$ cat src/rtl/icebreaker_pkg.sv
// Shared types for the iCEBreaker memory arbiter: FSM states, grant ids and
// the memory-window membership helper.
package icebreaker_pkg;

  typedef enum logic [1:0] {
    IDLE  = 2'd0,
    ACK_I = 2'd1,
    ACK_D = 2'd2
  } arb_state_e;

  typedef enum logic {
    GNT_INSTR = 1'b0,
    GNT_DATA  = 1'b1
  } gnt_id_e;

  localparam int unsigned MEM_BYTES_DEFAULT = 131072;

  // An address is inside the window when every bit above the window size
  // matches the base; the base is assumed aligned to the window size.
  function automatic logic in_window(input logic [31:0] addr,
                                     input logic [31:0] base,
                                     input int unsigned bytes);
    logic [31:0] hi_mask;
    hi_mask = ~(bytes - 32'd1);
    return ((addr ^ base) & hi_mask) == 32'd0;
  endfunction

endpackage

$ cat src/rtl/rr_arbiter2.sv
// Two-requester round-robin arbiter with a per-requester mask. On a conflict
// the requester that was not granted last wins; bit 0 is instr, bit 1 is data.
module rr_arbiter2
  import icebreaker_pkg::*;
(
  input  logic       clk_i,
  input  logic       rstz_i,
  input  logic [1:0] req_i,
  input  logic [1:0] mask_i,
  input  logic       advance_i,
  output logic [1:0] gnt_o
);

  gnt_id_e    last_grant_q, last_grant_d;
  logic [1:0] eligible;

  assign eligible = req_i & ~mask_i;

  always_comb begin
    gnt_o = 2'b00;
    case (eligible)
      2'b01:   gnt_o = 2'b01;
      2'b10:   gnt_o = 2'b10;
      2'b11:   gnt_o = (last_grant_q == GNT_INSTR) ? 2'b10 : 2'b01;
      default: gnt_o = 2'b00;
    endcase
  end

  always_comb begin
    last_grant_d = last_grant_q;
    if (advance_i && (gnt_o != 2'b00)) begin
      last_grant_d = gnt_o[1] ? GNT_DATA : GNT_INSTR;
    end
  end

  always_ff @(posedge clk_i or negedge rstz_i) begin
    if (!rstz_i) begin
      last_grant_q <= GNT_INSTR;
    end else begin
      last_grant_q <= last_grant_d;
    end
  end

endmodule

$ cat src/rtl/icebreaker_mem_arbiter.sv
// Shares the single-port SPRAM between the fetch and data ports: one issue per
// cycle, ack one cycle later, out-of-window accesses acked with zero data.
module icebreaker_mem_arbiter
  import icebreaker_pkg::*;
#(
  parameter logic [31:0] MEM_BASE  = 32'h0000_0000,
  parameter int unsigned MEM_BYTES = MEM_BYTES_DEFAULT
) (
  input  logic        clk,
  input  logic        rstz,
  input  logic [31:0] instr_addr,
  input  logic        instr_req,
  output logic [31:0] instr_data,
  output logic        instr_ack,
  input  logic [31:0] data_addr,
  input  logic [31:0] data_wr_data,
  input  logic [3:0]  data_mask,
  input  logic        data_wr_en,
  input  logic        data_req,
  output logic [31:0] data_rd_data,
  output logic        data_ack,
  output logic [31:0] mem_addr,
  output logic [31:0] mem_wdata,
  output logic [3:0]  mem_wr_mask,
  output logic        mem_en,
  output logic        mem_wr_en,
  input  logic [31:0] mem_rdata
);

  arb_state_e state_q, state_d;
  logic       oor_q, oor_d;
  logic [1:0] gnt;
  logic [1:0] port_mask;
  logic       issue;
  logic       in_range;

  // The port being acked still holds its req, so keep it out of arbitration.
  assign port_mask = {state_q == ACK_D, state_q == ACK_I};

  rr_arbiter2 u_rr (
    .clk_i     (clk),
    .rstz_i    (rstz),
    .req_i     ({data_req, instr_req}),
    .mask_i    (port_mask),
    .advance_i (1'b1),
    .gnt_o     (gnt)
  );

  assign issue       = |gnt;
  assign mem_addr    = gnt[0] ? instr_addr : data_addr;
  assign mem_wdata   = data_wr_data;
  assign mem_wr_mask = gnt[0] ? 4'b0000 : data_mask;
  assign in_range    = in_window(mem_addr, MEM_BASE, MEM_BYTES);
  assign mem_en      = issue & in_range;
  assign mem_wr_en   = mem_en & gnt[1] & data_wr_en;

  always_comb begin
    state_d = IDLE;
    oor_d   = 1'b0;
    if (gnt[1]) begin
      state_d = ACK_D;
      oor_d   = ~in_range;
    end else if (gnt[0]) begin
      state_d = ACK_I;
      oor_d   = ~in_range;
    end
  end

  always_ff @(posedge clk or negedge rstz) begin
    if (!rstz) begin
      state_q <= IDLE;
      oor_q   <= 1'b0;
    end else begin
      state_q <= state_d;
      oor_q   <= oor_d;
    end
  end

  assign instr_ack    = (state_q == ACK_I);
  assign data_ack     = (state_q == ACK_D);
  assign instr_data   = oor_q ? 32'h0 : mem_rdata;
  assign data_rd_data = oor_q ? 32'h0 : mem_rdata;

  a_single_ack : assert property (@(posedge clk) disable iff (!rstz)
    !(instr_ack && data_ack));
  a_write_needs_en : assert property (@(posedge clk) disable iff (!rstz)
    mem_wr_en |-> mem_en);
  a_state_legal : assert property (@(posedge clk) disable iff (!rstz)
    state_q inside {IDLE, ACK_I, ACK_D});

endmodule

$ cat config.mk
export PLATFORM = sky130hd
export DESIGN_NAME = icebreaker_mem_arbiter
export DESIGN_NICKNAME = d
export VERILOG_FILES = /design/src/rtl/icebreaker_pkg.sv /design/src/rtl/rr_arbiter2.sv /design/src/rtl/icebreaker_mem_arbiter.sv
export SDC_FILE = /design/constraint.sdc
export NUM_CORES = 1
export LEC_CHECK = 0
export CAP_MARGIN = 20
export CORE_AREA = 2 2 107 109
export DETAILED_ROUTE_END_ITERATION = 7
export DIE_AREA = 0 0 109 111
export SLEW_MARGIN = 20
export SYNTH_ARGS = -nofsm -noshare
export SYNTH_HDL_FRONTEND = slang
export SYNTH_SLANG_ARGS = --single-unit
$ cat constraint.sdc
create_clock -name clk -period 6.2 [get_ports clk]
set_input_delay 1.86 -clock clk [delete_from_list [all_inputs] [get_ports clk]]
set_output_delay 1.86 -clock clk [all_outputs]
set_load 0.005 [all_outputs]
==> results of run 1 <==
## how the worst max path moves through the flow
stage | cells past startpoint | start | end
CTS | 7 | data_req | mem_addr[6]
global placement | 7 | data_req | mem_addr[16]
detailed placement | 7 | data_req | mem_addr[6]
global route | 7 | data_req | mem_addr[1]
finish | 7 | data_req | mem_addr[6]
floorplan | 6 | data_req | mem_addr[17]
## final cells by class
| class | instances | area (um2) | area share |
|---|---|---|---|
| clock buffer | 3 | 75.1 | 0.0229 |
| inverter | 3 | 11.3 | 0.00343 |
| multi-input combinational | 96 | 813 | 0.248 |
| sequential | 4 | 100 | 0.0305 |
| tap | 143 | 179 | 0.0545 |
| timing repair buffer | 209 | 2100 | 0.641 |
## layout by cell type, fill, tap and decap left out, drive strengths merged
| cell | n |
|---|---|
| a21o | 1 |
| a21oi | 3 |
| and2 | 4 |
| and3 | 1 |
| and3b | 1 |
| and4 | 1 |
| buf | 1 |
| clkbuf | 3 |
| clkdlybuf4s50 | 208 |
| dfrtp | 4 |
| inv | 3 |
| maj3 | 1 |
| mux2 | 32 |
| nand2 | 3 |
| nand2b | 1 |
| nand3 | 1 |
| nand4 | 1 |
| nor2 | 2 |
| nor2b | 33 |
| nor3 | 2 |
| nor4 | 6 |
| o21a | 1 |
| o2bb2ai | 2 |
## synth_stat cells, types with 2 or more instances
cell type	instances	area, um2
a21oi_1	3	15.0
and2_1	4	25.0
buf_4	65	488
buf_6	2	22.5
clkbuf_1	3	11.3
dfrtp_1	4	100
inv_1	3	11.3
mux2_1	2	22.5
mux2_2	16	180
mux2_4	14	210
nand2_1	2	7.51
nor2_1	2	7.51
nor2b_1	33	206
nor3_1	2	10.0
nor4_1	6	37.5
o2bb2ai_1	2	17.5
## worst max-delay path, cell delays in order
cell	delay [ps]
clkdlybuf4s50_1	510
nand2b_1	90
maj3_2	340
nand2_2	120
buf_12	230
mux2_2	360
clkdlybuf4s50_1	450
## stage by stage
step	cells	setup WS [ps]	total power [mW]
floorplan	174	1440	0.209
global placement	455	363	0.390
detailed placement	455	349	0.394
CTS	458	342	0.497
global route	458	247	0.520
finish	458	352	0.488
## flip-flops by register name (all words and copies together), names as in the netlist
signal             flops
state_q                2
oor_q                  1
u_rr.last_grant_q      1
## power breakdown
| group | internal (mW) | leakage [nW] | total [mW] | switching [mW] |
|---|---|---|---|---|
| sequential | 0.0317 | 0.0479 | 0.0469 | 0.0152 |
| clock | 0.0823 | 0.0370 | 0.0992 | 0.0169 |
| combinational | 0.244 | 1.14 | 0.342 | 0.0982 |
| total | 0.358 | 1.22 | 0.488 | 0.130 |
## logic make-up (layout without fill, tap and decap cells)
family	Yosys count	count (layout)	share of synthesized area
buffers and inverters	74	215	0.377
and+or+nand+nor	56	56	0.233
muxes	32	32	0.282
AOI/OAI and AO/OA	7	7	0.0324
DFF	4	4	0.0683
adders and majority gates	1	1	0.00768
## metal layers
layer	share of wire	wire, um	vias to the layer above	track usage
met5	0.0023	13	-	0
met3	0.17	980	6	0.0506
met2	0.52	2970	156	0.173
met4	0.0096	55	2	0.0205
li1	-	-	801	-
met1	0.30	1720	731	0.0688
==> run metrics, run 1 <==
Crit Reg-Reg Startpoint=u_rr.last_grant_q$_DFFE_PN0P_; Area Overhead vs Synth=124%; max_slew headroom=0.307; number of fill cells=about 1200; CTS tree=done; CTS buffer count=3; Primary FF master, synth=dfrtp_1; NumNets Final=roughly 450; status=completed; clock slew seen by the registers of the worst setup and hold paths=30 ps; post-synthesis cell count=around 170; synthesized area per cell=8.43 um2; Worst Tran Pin Value=1040 ps; Routed WL per cell=approximately 13 um; total grt overflow=0; hold_sp=u_rr.last_grant_q$_DFFE_PN0P_; Leakage=1.22 nW; port bufs=approximately 210; CTS max path bufs=2; CTS H-tree depth=1; fin. max-slew vios=0; sequential-to-total area share from yosys stat=0.0683; FP Rows=39; Die Area=between 0.01 and 0.015 mm2; Reg-to-Reg End=oor_q$_DFF_PN0_; post-synth cell types=27; DRT iter0 DRCs=21; syn_nets=311; R2R cell count=4; drt pass-1 iters=4; RSZ-0062 raised after global routing=no; Tcrit/Tclk final=0.943; layout cells sized above 1=0.114; critical path required time=4340 ps; Hold Path End=u_rr.last_grant_q$_DFFE_PN0P_; Chip Height=about 110 um; Startpoint Class=input port; Clock Skew=roughly 3.3 ps; Tot GR Track Use=0.0867; fmax=approximately 170 MHz; Final min period=5850 ps; post_cts resized=0; synth warn=0; PD cells=roughly 150 mW/mm2; post-layout instance area=~0.0033 mm2; total negative slack=0 ps; Worst VDD drop=roughly 74 uV; Post-Syn Area=~0.0015 mm2; final core occ=0.296; reg-to-reg setup timing slack=approximately 4800 ps; Crit Path Category=in2out; CTS sink cnt=4; Tightest Hold Check Type=reg2reg; routability cong.=slightly above 0.8; Async SR Flop Fraction=1.00; Final Hold Viols=0; Post-CTS Setup Repair Bufs=0; largest net degree at the start of global routing=37; Critical Path Sink Type=output port; Starting Density=0.132; clk_lat worst skew=220 ps; DR vias=between 1500 and 2000; CTS Hold Bufs=0; WHS=around 550 ps; initial antenna violation count=1; vias in the first global route=between 1500 and 2000; Residual DRC=0; arrival time of the worst setup path=roughly 4000 ps; hpwl dp=between 5000 and 6000 um; Post-synth EDFFs=0; total of max-cap violations=0; Routed WL=roughly 5700 um; worst hold path stage count=1; Die X=between 100 and 150 um; first-pass GRT wire length=~8200 um; ANT cells=0; Crit Path Max Fanout=36; io pins=273; Area after DPL=~0.0032 mm2; Core ar.=about 0.011 mm2; clock root buffer=clkbuf_16; Setup Viol. Count Final=0; FF+latch count, synth=4; ANT nets after route=0; DR vias/cell=3.70
No activity file was read; power rests on OpenSTA's default activity.
==> run 2: changes to the inputs <==
- CORE_AREA: 2 2 107 109 -> 8 8 99 101
- DIE_AREA: 0 0 109 111 -> 0 0 107 109
- PLACE_DENSITY: default -> 0.73
- SLEW_MARGIN: 20 -> default
==> run 2 against run 1 <==
Against the previous run: maximum frequency about the same; sequential share of layout area is 0.074 points higher; first-iteration DRC count grew to 3.1 times the previous value; clock-buffer cell count stayed put; total power shrank 8.0%; largest cell class unchanged; hold slack lost 1.7 ps; cell area is 2.4% lower; critical path type unchanged; final cell count decreased by 7.6%; critical endpoint is now mem_addr[9]; global-route usage increased by 2.3 points; via count grew 3.7%; die area down 3.6%; setup slack got worse by 1.6 ps.
==> run metrics, run 2 (synthesis gave the netlist of run 1 again) <==
status=completed; Crit Path Category=in2out; drt pass-1 iters=4; total grt overflow=0; Clock Skew=roughly 1.3 ps; Final Hold Viols=0; worst hold path stage count=1; total power=between 0.4 and 0.5 mW; vias in the first global route=slightly below 2000; routability cong.=~0.73; fin. max-slew vios=0; Critical Path Sink Type=output port; switch share=0.294; Crit Path Max Fanout=38; critical path required time=approximately 4300 ps; PD cells=140 mW/mm2; CTS sink cnt=4; Die X=approximately 110 um; Post-CTS Setup Repair Bufs=0; Reg-to-Reg End=u_rr.last_grant_q$_DFFE_PN0P_; DRT iter0 DRCs=between 60 and 70; Tot GR Track Use=0.110; Crit Reg-Reg Startpoint=u_rr.last_grant_q$_DFFE_PN0P_; CTS H-tree depth=1; Flop pwr share=0.104; DR vias=~1800; max reg flops=2; Largest delay share family, worst path=buffers and inverters; most frequent cells in the layout=clkdlybuf4s50_1, nor2b_1, mux2_2; Comb pwr share=0.777; slowest cell on the critical path=clkdlybuf4s50_1; CTS max path bufs=2; CTS tree=done; Chip Height=109 um; clock slew seen by the registers of the worst setup and hold paths=30 ps; Tcrit/Tclk final=0.943; Starting Density=0.175; Core ar.=between 0.008 and 0.009 mm2; FP Rows=34; Startpoint Class=input port; most common cell after layout, fill and taps aside=clkdlybuf4s50_1; port bufs=208; clock root buffer=clkbuf_8; register with the most flip-flops=state_q; Worst Tran Pin Value=1030 ps; largest net degree at the start of global routing=39; NumNets Final=454; Routed WL per cell=17.4 um; Hold Path End=u_rr.last_grant_q$_DFFE_PN0P_; R2R cell count=5; Leakage=about 1.2 nW; CTS Hold Bufs=0; RSZ-0062 raised after global routing=no; clock share of power=0.119; CP most frequent cell=clkdlybuf4s50_1; Tightest Hold Check Type=reg2reg; arrival time of the worst setup path=around 4000 ps; CTS buffer count=3; final core occ=0.382; ANT nets after route=0; hold_sp=u_rr.last_grant_q$_DFFE_PN0P_; Setup Viol. Count Final=0; clk_lat worst skew=approximately 210 ps; biggest regs=state_q x2, oor_q x1, u_rr.last_grant_q x1; Final min period=5850 ps; crit-path max cell delay=roughly 540 ps; post_cts resized=0; layout cells sized above 1=0.114; worst-path cell chain=clkdlybuf4s50_1 > nand2b_1 > maj3_2 > nand2_2 > buf_12 > mux2_2 > clkdlybuf4s50_1; io pins=~270; fin cells=approximately 420; total of max-cap violations=0; Net Sw Power=0.132 mW; Int Power=~0.32 mW; Area Overhead vs Synth=118%; ANT cells=0; DR vias/cell=~4.2; Cells after DPL=420; hpwl dp=6780 um; Die Area=roughly 0.012 mm2; Routed WL=~7400 um; max_slew headroom=0.315; total negative slack=0 ps; first-pass GRT wire length=10100 um; initial antenna violation count=0; fmax=171 MHz; Residual DRC=0; Worst VDD drop=67.1 uV; Worst Path Buf+Inv=3; reg-to-reg setup timing slack=roughly 4800 ps
==> run 2: cell count changes in the layout (fill, tap and decap cells not counted) <==
cell / change
clkbuf_16: -3
clkbuf_8: +3
==> run 2: power by group through the flow <==
stage / Clock (mW) / Combinational, mW / Sequential (mW)
after floorplan: 0 / 0.173 / 0.0363
after global placement: 0 / 0.351 / 0.0457
after detailed placement: 0 / 0.356 / 0.0467
after CTS: 0.0548 / 0.357 / 0.0464
after global routing: 0.0565 / 0.373 / 0.0480
final: 0.0535 / 0.349 / 0.0468
==> run 2: per-stage QoR <==
step,worst slack (ps),cell area [um2],hold slack (ps)
2_1_floorplan,1440,1470,492
3_3_place_gp,392,3160,523
3_5_place_dp,352,3160,547
4_1_cts,346,3200,554
5_1_grt,280,3200,569
6_report,351,3200,552
==> run 2: layout make-up <==
cell class / count / area [um2]
tap: 108 / 135
clock buffer: 3 / 41.3
timing repair buffer: 209 / 2100
fill: 792 / 5180
inverter: 3 / 11.3
sequential: 4 / 100
multi-input combinational: 96 / 813
==> run 2: metal layers <==
| metal | wire, um | track usage |
|---|---|---|
| met5 | 0 | 0 |
| met4 | 29 | 0.0201 |
| met3 | 1370 | 0.0810 |
| met2 | 3550 | 0.202 |
| met1 | 2430 | 0.0947 |
==> run 2: worst max path at each step <==
stage	slack [ps]	start	to	cells past startpoint
2_1_floorplan	1440	data_req	mem_addr[17]	6
3_3_place_gp	390	data_req	mem_addr[9]	7
3_5_place_dp	350	data_req	mem_addr[9]	7
4_1_cts	350	data_req	mem_addr[9]	7
5_1_grt	280	data_req	mem_addr[9]	7
6_report	350	data_req	mem_addr[9]	7
